**config.mk**
```make
export PLATFORM = sky130hd
export DESIGN_NAME = led_matrix_scan
export DESIGN_NICKNAME = d
export VERILOG_FILES = /design/src/rtl/led_matrix_scan.sv
export SDC_FILE = /design/constraint.sdc
export NUM_CORES = 1
export LEC_CHECK = 0
export BUFFER_PORTS_ARGS = -buffer_cell sky130_fd_sc_hd__buf_2
export CAP_MARGIN = 20
export CORE_AREA = 2 2 78 80
export DETAILED_ROUTE_END_ITERATION = 8
export DIE_AREA = 0 0 80 82
export SLEW_MARGIN = 10
export SYNTH_ARGS = -nofsm -noshare
export SYNTH_HDL_FRONTEND = slang
export SYNTH_SLANG_ARGS = --single-unit
```
**constraint.sdc**
```tcl
create_clock -name clk -period 4.8 [get_ports clk]
set_input_delay 0.96 -clock clk [delete_from_list [all_inputs] [get_ports clk]]
set_output_delay 0.96 -clock clk [all_outputs]
set_load 0.1 [all_outputs]
```
**src/rtl/led_matrix_scan.sv**
```systemverilog
// Multiplexed LED matrix scanner: one pixel slot at a time, per-slot PWM,
// anti-ghost blanking, image/brightness snapshot taken at each frame start.
// Ports: clk, resetn (async low), enable, brightness, ledbits in;
//        aled (anodes, active-low), kled_tri (cathode OEs), frame_start out.
module led_matrix_scan #(
  parameter int ROWS        = 4,
  parameter int COLS        = 4,
  parameter int PRESCALE    = 32,
  parameter int BLANK_TICKS = 1,
  parameter int PWM_BITS    = 3
) (
  input  logic                   clk,
  input  logic                   resetn,
  input  logic                   enable,
  input  logic [PWM_BITS-1:0]    brightness,
  input  logic [ROWS*COLS-1:0]   ledbits,
  output logic [COLS-1:0]        aled,
  output logic [ROWS-1:0]        kled_tri,
  output logic                   frame_start
);

  localparam int N  = ROWS * COLS;
  localparam int SW = (N > 1) ? $clog2(N) : 1;
  localparam int PW = (PRESCALE > 1) ? $clog2(PRESCALE) : 1;
  localparam int CW = PWM_BITS + $clog2(BLANK_TICKS + 2);

  localparam logic [PW-1:0] PRE_LAST  = PW'(PRESCALE - 1);
  localparam logic [CW-1:0] BLK_LAST  =
    CW'((BLANK_TICKS > 0) ? BLANK_TICKS - 1 : 0);
  localparam logic [CW-1:0] PWM_LAST  = CW'((1 << PWM_BITS) - 1);
  localparam logic [SW-1:0] SLOT_LAST = SW'(N - 1);

  typedef enum logic [1:0] {
    IDLE  = 2'd0,
    BLANK = 2'd1,
    PWM   = 2'd2
  } state_t;

  localparam state_t SLOT_ENTRY = (BLANK_TICKS > 0) ? BLANK : PWM;

  state_t               state, state_n;
  logic [PW-1:0]        pre, pre_n;
  logic [CW-1:0]        cnt, cnt_n;
  logic [SW-1:0]        slot, slot_n;
  logic [N-1:0]         img, img_n;
  logic [PWM_BITS-1:0]  br, br_n;
  logic                 fs_n;
  logic [COLS-1:0]      aled_n;
  logic [ROWS-1:0]      kled_n;
  logic                 tick;
  logic                 start;
  logic                 lit;

  assign tick = (pre == PRE_LAST);

  always_ff @(posedge clk or negedge resetn) begin
    if (!resetn) begin
      state <= IDLE;
      pre   <= '0;
      cnt   <= '0;
      slot  <= '0;
      img   <= '0;
      br    <= '0;
    end else begin
      state <= state_n;
      pre   <= pre_n;
      cnt   <= cnt_n;
      slot  <= slot_n;
      img   <= img_n;
      br    <= br_n;
    end
  end

  always_comb begin
    state_n = state;
    pre_n   = pre;
    cnt_n   = cnt;
    slot_n  = slot;
    img_n   = img;
    br_n    = br;
    fs_n    = 1'b0;
    start   = 1'b0;
    if (!enable) begin
      state_n = IDLE;
      pre_n   = '0;
      cnt_n   = '0;
      slot_n  = '0;
    end else if (state == IDLE) begin
      start = 1'b1;
    end else begin
      pre_n = tick ? '0 : pre + 1'b1;
      if (tick) begin
        unique case (state)
          BLANK: begin
            if (cnt == BLK_LAST) begin
              state_n = PWM;
              cnt_n   = '0;
            end else begin
              cnt_n = cnt + 1'b1;
            end
          end
          PWM: begin
            if (cnt == PWM_LAST) begin
              cnt_n   = '0;
              state_n = SLOT_ENTRY;
              if (slot == SLOT_LAST) start = 1'b1;
              else slot_n = slot + 1'b1;
            end else begin
              cnt_n = cnt + 1'b1;
            end
          end
          default: ;
        endcase
      end
    end
    // Frame boundary: from IDLE or on slot wrap, no gap between frames.
    if (start) begin
      state_n = SLOT_ENTRY;
      img_n   = ledbits;
      br_n    = brightness;
      slot_n  = '0;
      pre_n   = '0;
      cnt_n   = '0;
      fs_n    = 1'b1;
    end
  end

  // Outputs decoded from next-state values so they switch on the
  // same edge as the phase/tick counter.
  always_comb begin
    aled_n = '1;
    kled_n = '0;
    lit    = (state_n == PWM) &&
             (cnt_n < {{(CW-PWM_BITS){1'b0}}, br_n});
    for (int c = 0; c < COLS; c++) begin
      if (lit && (int'(slot_n) % COLS) == c) aled_n[c] = 1'b0;
    end
    for (int r = 0; r < ROWS; r++) begin
      if (lit && img_n[slot_n] && (int'(slot_n) / COLS) == r)
        kled_n[r] = 1'b1;
    end
  end

  always_ff @(posedge clk or negedge resetn) begin
    if (!resetn) begin
      aled        <= '1;
      kled_tri    <= '0;
      frame_start <= 1'b0;
    end else begin
      aled        <= aled_n;
      kled_tri    <= kled_n;
      frame_start <= fs_n;
    end
  end

endmodule

```
# After elaboration in Yosys (flattened, before gate mapping)

Index checks and enable logic that the tools add are counted.

Bits in registers: 44
Bits of input ports: 22
Output and inout port bits: 9
Word-level logic and storage cells: 85

$add $sub $neg: 3
Order comparisons: 2
Equal/unequal tests: 13
Mux-type cells: 44
Reductions and logical operators: 14

Operators with widths:

| operator            | count |
|---|---|
| $logic_not 32->1    | 2 |
| $mux 5              | 10 |
| $mux 4              | 7 |
| $mux 1              | 16 |
| $mux 16             | 1 |
| $eq 2x2->1 const B  | 6 |
| $mux 2              | 6 |
| $add 5x1->5 const B | 2 |
| $logic_and 1x1->1   | 10 |
| $pmux 5 s2          | 1 |
| $eq 2x1->1 const B  | 3 |
| $eq 5x3->1 const B  | 1 |
| $eq 5x5->1 const B  | 1 |
| $logic_not 5->1     | 1 |
| $lt 4x5->1 const B  | 1 |
| $lt 5x3->1          | 1 |
| $add 4x1->4 const B | 1 |
| $bmux 1 s4          | 1 |
| $eq 4x4->1 const B  | 1 |
| $pmux 2 s2          | 1 |
| $mux 3              | 1 |
| $ne 3x3->1 const B  | 1 |
| $logic_not 2->1     | 1 |

# Depth between registers and ports, before layout

Word-level depth: 13
Mapped depth: 14
Mapped depth without buffers: 13

# Worst setup path after synthesis

No wires, ideal clock.

Path type: flip-flop to flip-flop
Start point: register pre[0]
End point: register kled_tri[0]
Library setup time: 0.095 ns
Arrival: 3.584 ns
Required time: 4.705 ns
Slack: 1.121 ns
Stages on the path, launching flop included: 15
Buffers on the path: 2
Period minus slack after synthesis: 3.679 ns
Cell sequence: dfrtp_1 ha_1 and3_1 ha_1 and2_1 a41oi_1 buf_2 buf_2 mux2i_1 ha_1 nor2b_1 o21ai_0 nand3b_2 a2111oi_4 nor4b_2

Longest elaborated chain between the ends: 10
Elaborated cells between the ends (all ways): 27
Those cells by class: 1 x order compare; 2 x eq/ne; 20 x mux; 4 x reduce/logical

Ends and longest elaborated chain:

| what                                                                     | RTL line | RTL |
|---|---|---|
| start, declared                                                          | 42       | `logic [PW-1:0] pre, pre_n;` |
| start signal, assigned                                                   | 66       | `pre <= pre_n;` |
| $eq 5x5->1 (*)                                                           | 54       | `assign tick = (pre == PRE_LAST);` |
| $mux 1, or another cell as far along                                     | 92       | `if (tick) begin` |
| $mux 1, or another cell as far along                                     | 88       | `end else if (state == IDLE) begin` |
| $mux 1, or another cell as far along                                     | 83       | `if (!enable) begin` |
| $mux 16, or another cell as far along                                    | 117      | `if (start) begin` |
| $bmux 1 s4, or another cell as far along                                 | 139      | `if (lit && img_n[slot_n] && (int'(slot_n) / COLS) == r)` |
| $mux 1 (implied by the code) / $logic_and 1x1->1 (equally long branches) | 139, 133 |  |
| $logic_and 1x1->1                                                        | 139      |  |
| $logic_and 1x1->1 (*)                                                    | 139      |  |
| $mux 1 (*)                                                               | 139      |  |
| named net kled_n[0]                                                      | 49       | `logic [ROWS-1:0] kled_n;` |
| end signal, assigned                                                     | 151      | `kled_tri <= kled_n;` |
| end, declared                                                            | 18       | `output logic [ROWS-1:0] kled_tri,` |

Mark *: on every way through the listed nets, which the timed path passes. The rest lies on a longest branch. The select of a mux whose other input is x is not followed.
A chain may end at the register's enable or synchronous reset.

# Worst setup path in the final report

Start point: register cnt[0]
End point: register kled_tri[0]

Longest elaborated chain between the ends: 12
Elaborated cells between the ends (all ways): 39
Those cells by class: 1 x add/sub; 1 x order compare; 2 x eq/ne; 30 x mux; 5 x reduce/logical

Ends and longest elaborated chain:

| what                                        | RTL line | RTL |
|---|---|---|
| start, declared                             | 43       | `logic [CW-1:0] cnt, cnt_n;` |
| start signal, assigned                      | 67       | `cnt <= cnt_n;` |
| $add 5x1->5, or another cell as far along   | 99, 109  |  |
| $mux 5, or another cell as far along        | 103      | `if (cnt == PWM_LAST) begin` |
| $pmux 5 s2 / $mux 1 (equally long branches) | 93       | `unique case (state)` |
| $mux 5 / $mux 1 (equally long branches)     | 92       |  |
| $mux 5 / $mux 1 (equally long branches)     | 88       |  |
| $mux 5 / $mux 1 (equally long branches)     | 83       |  |
| $mux 5 (*)                                  | 117      |  |
| named net cnt_n[1]                          | 43       |  |
| $lt 5x3->1 (*)                              | 134      | `(cnt_n < {{(CW-PWM_BITS){1'b0}}, br_n});` |
| $logic_and 1x1->1 (*)                       | 133      | `lit = (state_n == PWM) &&` |
| $logic_and 1x1->1 (*) (2 in a row)          | 139      |  |
| $mux 1 (*)                                  | 139      |  |
| named net kled_n[0]                         | 49       |  |

Marks and branches as above.

==> results by group <==
Critical path
  • Startpoint Class: flop
  • Crit path kind: reg -> reg
  • CP cell instances: ha_1 -> and4bb_4 -> and2_4 -> a311o_1 -> a21oi_1 -> ha_1 -> nor2b_1 -> o21ai_0 -> nand3b_2 -> a2111oi_4 -> nor4b_2
  • Delay of the slowest cell on the worst path: 820 ps
  • Crit path buffers/inverters: 0
  • WP depth: 11
  • Worst EP arrival: 3900 ps
  • Slowest-stage cell, CP: a311o_1
  • Critical Path RT: 5020 ps
  • Reg2Reg Depth: 11
  • Worst-path maximum fanout: 23
  • Cell family with most CP delay: compound AO/OA/AOI/OAI gates
  • CP Capture Type: flop
  • Most used cell, CP: ha_1

Floorplan
  • Die width: 80 um
  • Die ar.: 0.00656 sq mm
  • Initial Utilization: 0.393
  • Die Ht: 82 um
  • Core box area: 0.00575 sq mm
  • Ports: 31
  • Rows: 28

STA
  • F_max: 271 MHz
  • Final setup violation count: 0
  • Max_slew headroom: 0.351
  • Tmin final: 3680 ps
  • Final Hold Fails: 0
  • Slew @ Worst Pin: 973 ps
  • Post-Route Setup TNS: 0 ps
  • Period utilization: 0.767
  • Fin Clk Skew: 9.31 ps
  • RSZ-0062 raised after global routing: no
  • Slew Viols, Final: 0

Drt
  • Drt via density: 5.18
  • DRC: 0
  • Post-Route WL: 4450 um
  • Post-DR wirelength/cell: 14.2 um
  • Final ANT Viol Nets: 0
  • Drt pass-1 iters: 4
  • DR vias: 1621
  • 1st-iter DRT viols: 75

CTS
  • Cts hold-fix bufs: 0
  • CTS buffer count: 5
  • Clk_lat worst skew: 300 ps
  • Clock Path Buffers: 2
  • Post-CTS sizing: 0
  • Clock transition at path regs: 90 ps
  • Root Buffer: clkbuf_8
  • Clock tree from TritonCTS: built
  • CTS HTree Levels: 2
  • CTS Sinks: 44
  • Post-CTS setup buffers: 0

Yosys
  • Ys flop type: dfrtp_1
  • Post-synth top area share: 0.443
  • Ys Warns: 0
  • Mapped Area: 0.00226 sq mm
  • Post-Syn Area per Cell: 11.1 sq um
  • Seq/Total Area, Yosys: 0.490
  • Syn nets: 236
  • Largest area contributor in the netlist: dfrtp_1
  • Synth cell types: 50
  • #FFs+latches synth: 44
  • FFs w/ async S/R, synth: 1.00
  • Post-synth EDFFs: 0
  • Top post-synthesis cells by area: dfrtp_1, mux2_2, ha_1, mux2i_1, dfstp_2
  • Synthesized instance count: 204

Worst hold path
  • Worst Hold Depth: 1
  • HP Class: reg -> reg

GRT
  • Number of global-route vias before repair: 1488
  • Gr busiest metal: met2
  • Met3 usage: 0.0440
  • Met1 usage: 0.200
  • Met2 global-route usage: 0.214
  • Congestion Overflow GR: 0
  • First-pass GRT wire length: 7220 um
  • Initial antenna violation count: 0
  • Largest net degree at the start of global routing: 45
  • Tot GR Track Use: 0.147

Power and ir drop
  • Worst vdd ir: 0.190 mV
  • PD cells: 321 mW/mm^2
  • LEAKAGE: 0.00120 uW

Placement
  • GP Congestion: 0.855
  • Post-DP Area: 0.00249 sq mm
  • I/O Buffers: 30
  • HPWL after DPL: 3190 um

Status
  • Outcome: finished, final reports clean

Layout
  • Area Overhead vs Synth: 16.5%
  • Post-layout instance area: 0.00263 sq mm
  • Final nets: 269
  • N_diodes: 0
  • Fraction of layout cells with a size suffix above 1: 0.282
  • Fillers: 552

Flow run
  • Max-Cap Viols: 0
stage by stage:
| stage | power, uW | std cells | hold WS [ps] | setup slack, ps | util |
|---|---|---|---|---|---|
| 2_1_floorplan | 514 | 204 | 438 | 1120 | - |
| 3_3_place_gp | 550 | 304 | 450 | 1180 | 0.433 |
| 3_5_place_dp | 552 | 304 | 462 | 1100 | 0.433 |
| 4_1_cts | 856 | 312 | 473 | 1090 | 0.454 |
| 5_1_grt | 892 | 313 | 483 | 791 | 0.458 |
| 6_report | 843 | 313 | 469 | 1120 | 0.458 |
cell type report:
cell class,count,area [sq um],area share
clock buffers,6,82.6,0.0314
inverters,17,63.8,0.0243
flip-flops and latches,44,1110,0.420
multi-input cells,137,1070,0.406
repair buffers,32,178,0.0675
well taps,75,93.8,0.0357
clock inverters,2,38.8,0.0147
kinds of logic (layout without fill, tap and decap cells):
group | Yosys count | in the layout | share of synthesized area
AO/OA/AOI/OAI | 34 | 34 | 0.112
XOR/XNOR | 3 | 3 | 0.0116
buffers and inverters | 23 | 57 | 0.0404
multiplexers | 24 | 24 | 0.114
flip-flops | 44 | 44 | 0.490
adder cells (fa/ha/maj) | 10 | 10 | 0.0554
AND/OR/NAND/NOR | 66 | 66 | 0.177
sequential cells by signal, indices dropped and copies added (netlist names):
signal / count
img: 16
cnt: 5
pre: 5
aled: 4
kled_tri: 4
slot: 4
br: 3
state: 2
frame_start: 1
worst paths after layout:
| check | startpoint | to | slack [ps] |
|---|---|---|---|
| min in group asynchronous | resetn | img[5] | 530 |
| min | pre[0] | pre[0] | 470 |
| max in group asynchronous | resetn | aled[3] | 3740 |
| min reg2reg | pre[0] | pre[0] | 470 |
| max | cnt[0] | kled_tri[0] | 1120 |
| max reg2reg | cnt[0] | kled_tri[0] | 1120 |
synth_stat cells (2+ instances only):
cell	n
nor2_1	10
o21ai_0	6
nor2b_1	5
mux2_2	13
buf_2	4
inv_1	17
nand3b_1	3
nand2_1	12
a311o_1	2
nor3_1	7
and3_1	5
and2_1	3
ha_1	10
dfrtp_1	40
nor3b_1	2
nand3_1	6
a31oi_1	3
a21oi_1	10
dfstp_2	4
xnor2_1	2
mux2i_1	11
metal layers:
| layer | wire length, um | vias to the layer above |
|---|---|---|
| met1 | 2150 | 798 |
| met5 | 0 | - |
| li1 | - | 787 |
| met4 | 96 | 0 |
| met2 | 2010 | 29 |
| met3 | 194 | 7 |
power by group:
part	total [uW]	switching, uW	internal [uW]
sequential	423	14.0	409
clock	299	129	170
combinational	121	66.9	53.8
total	843	210	633
layout by cell type, fill, tap and decap left out, types with 2 or more instances in the layout:
cell type and count:
dfrtp_1 40, buf_2 30, inv_1 17, mux2_2 13
nand2_1 12, mux2i_1 11, nor2_1 10, a21oi_1 10
ha_1 10, nor3_1 7, o21ai_0 6, nand3_1 6
clkbuf_8 6, and3_1 5, nor2b_1 5, dfstp_2 4
and2_1 3, nand3b_1 3, a31oi_1 3, a311o_1 2
xnor2_1 2, nor3b_1 2
Note: power is estimated with default switching activity, not from simulation.
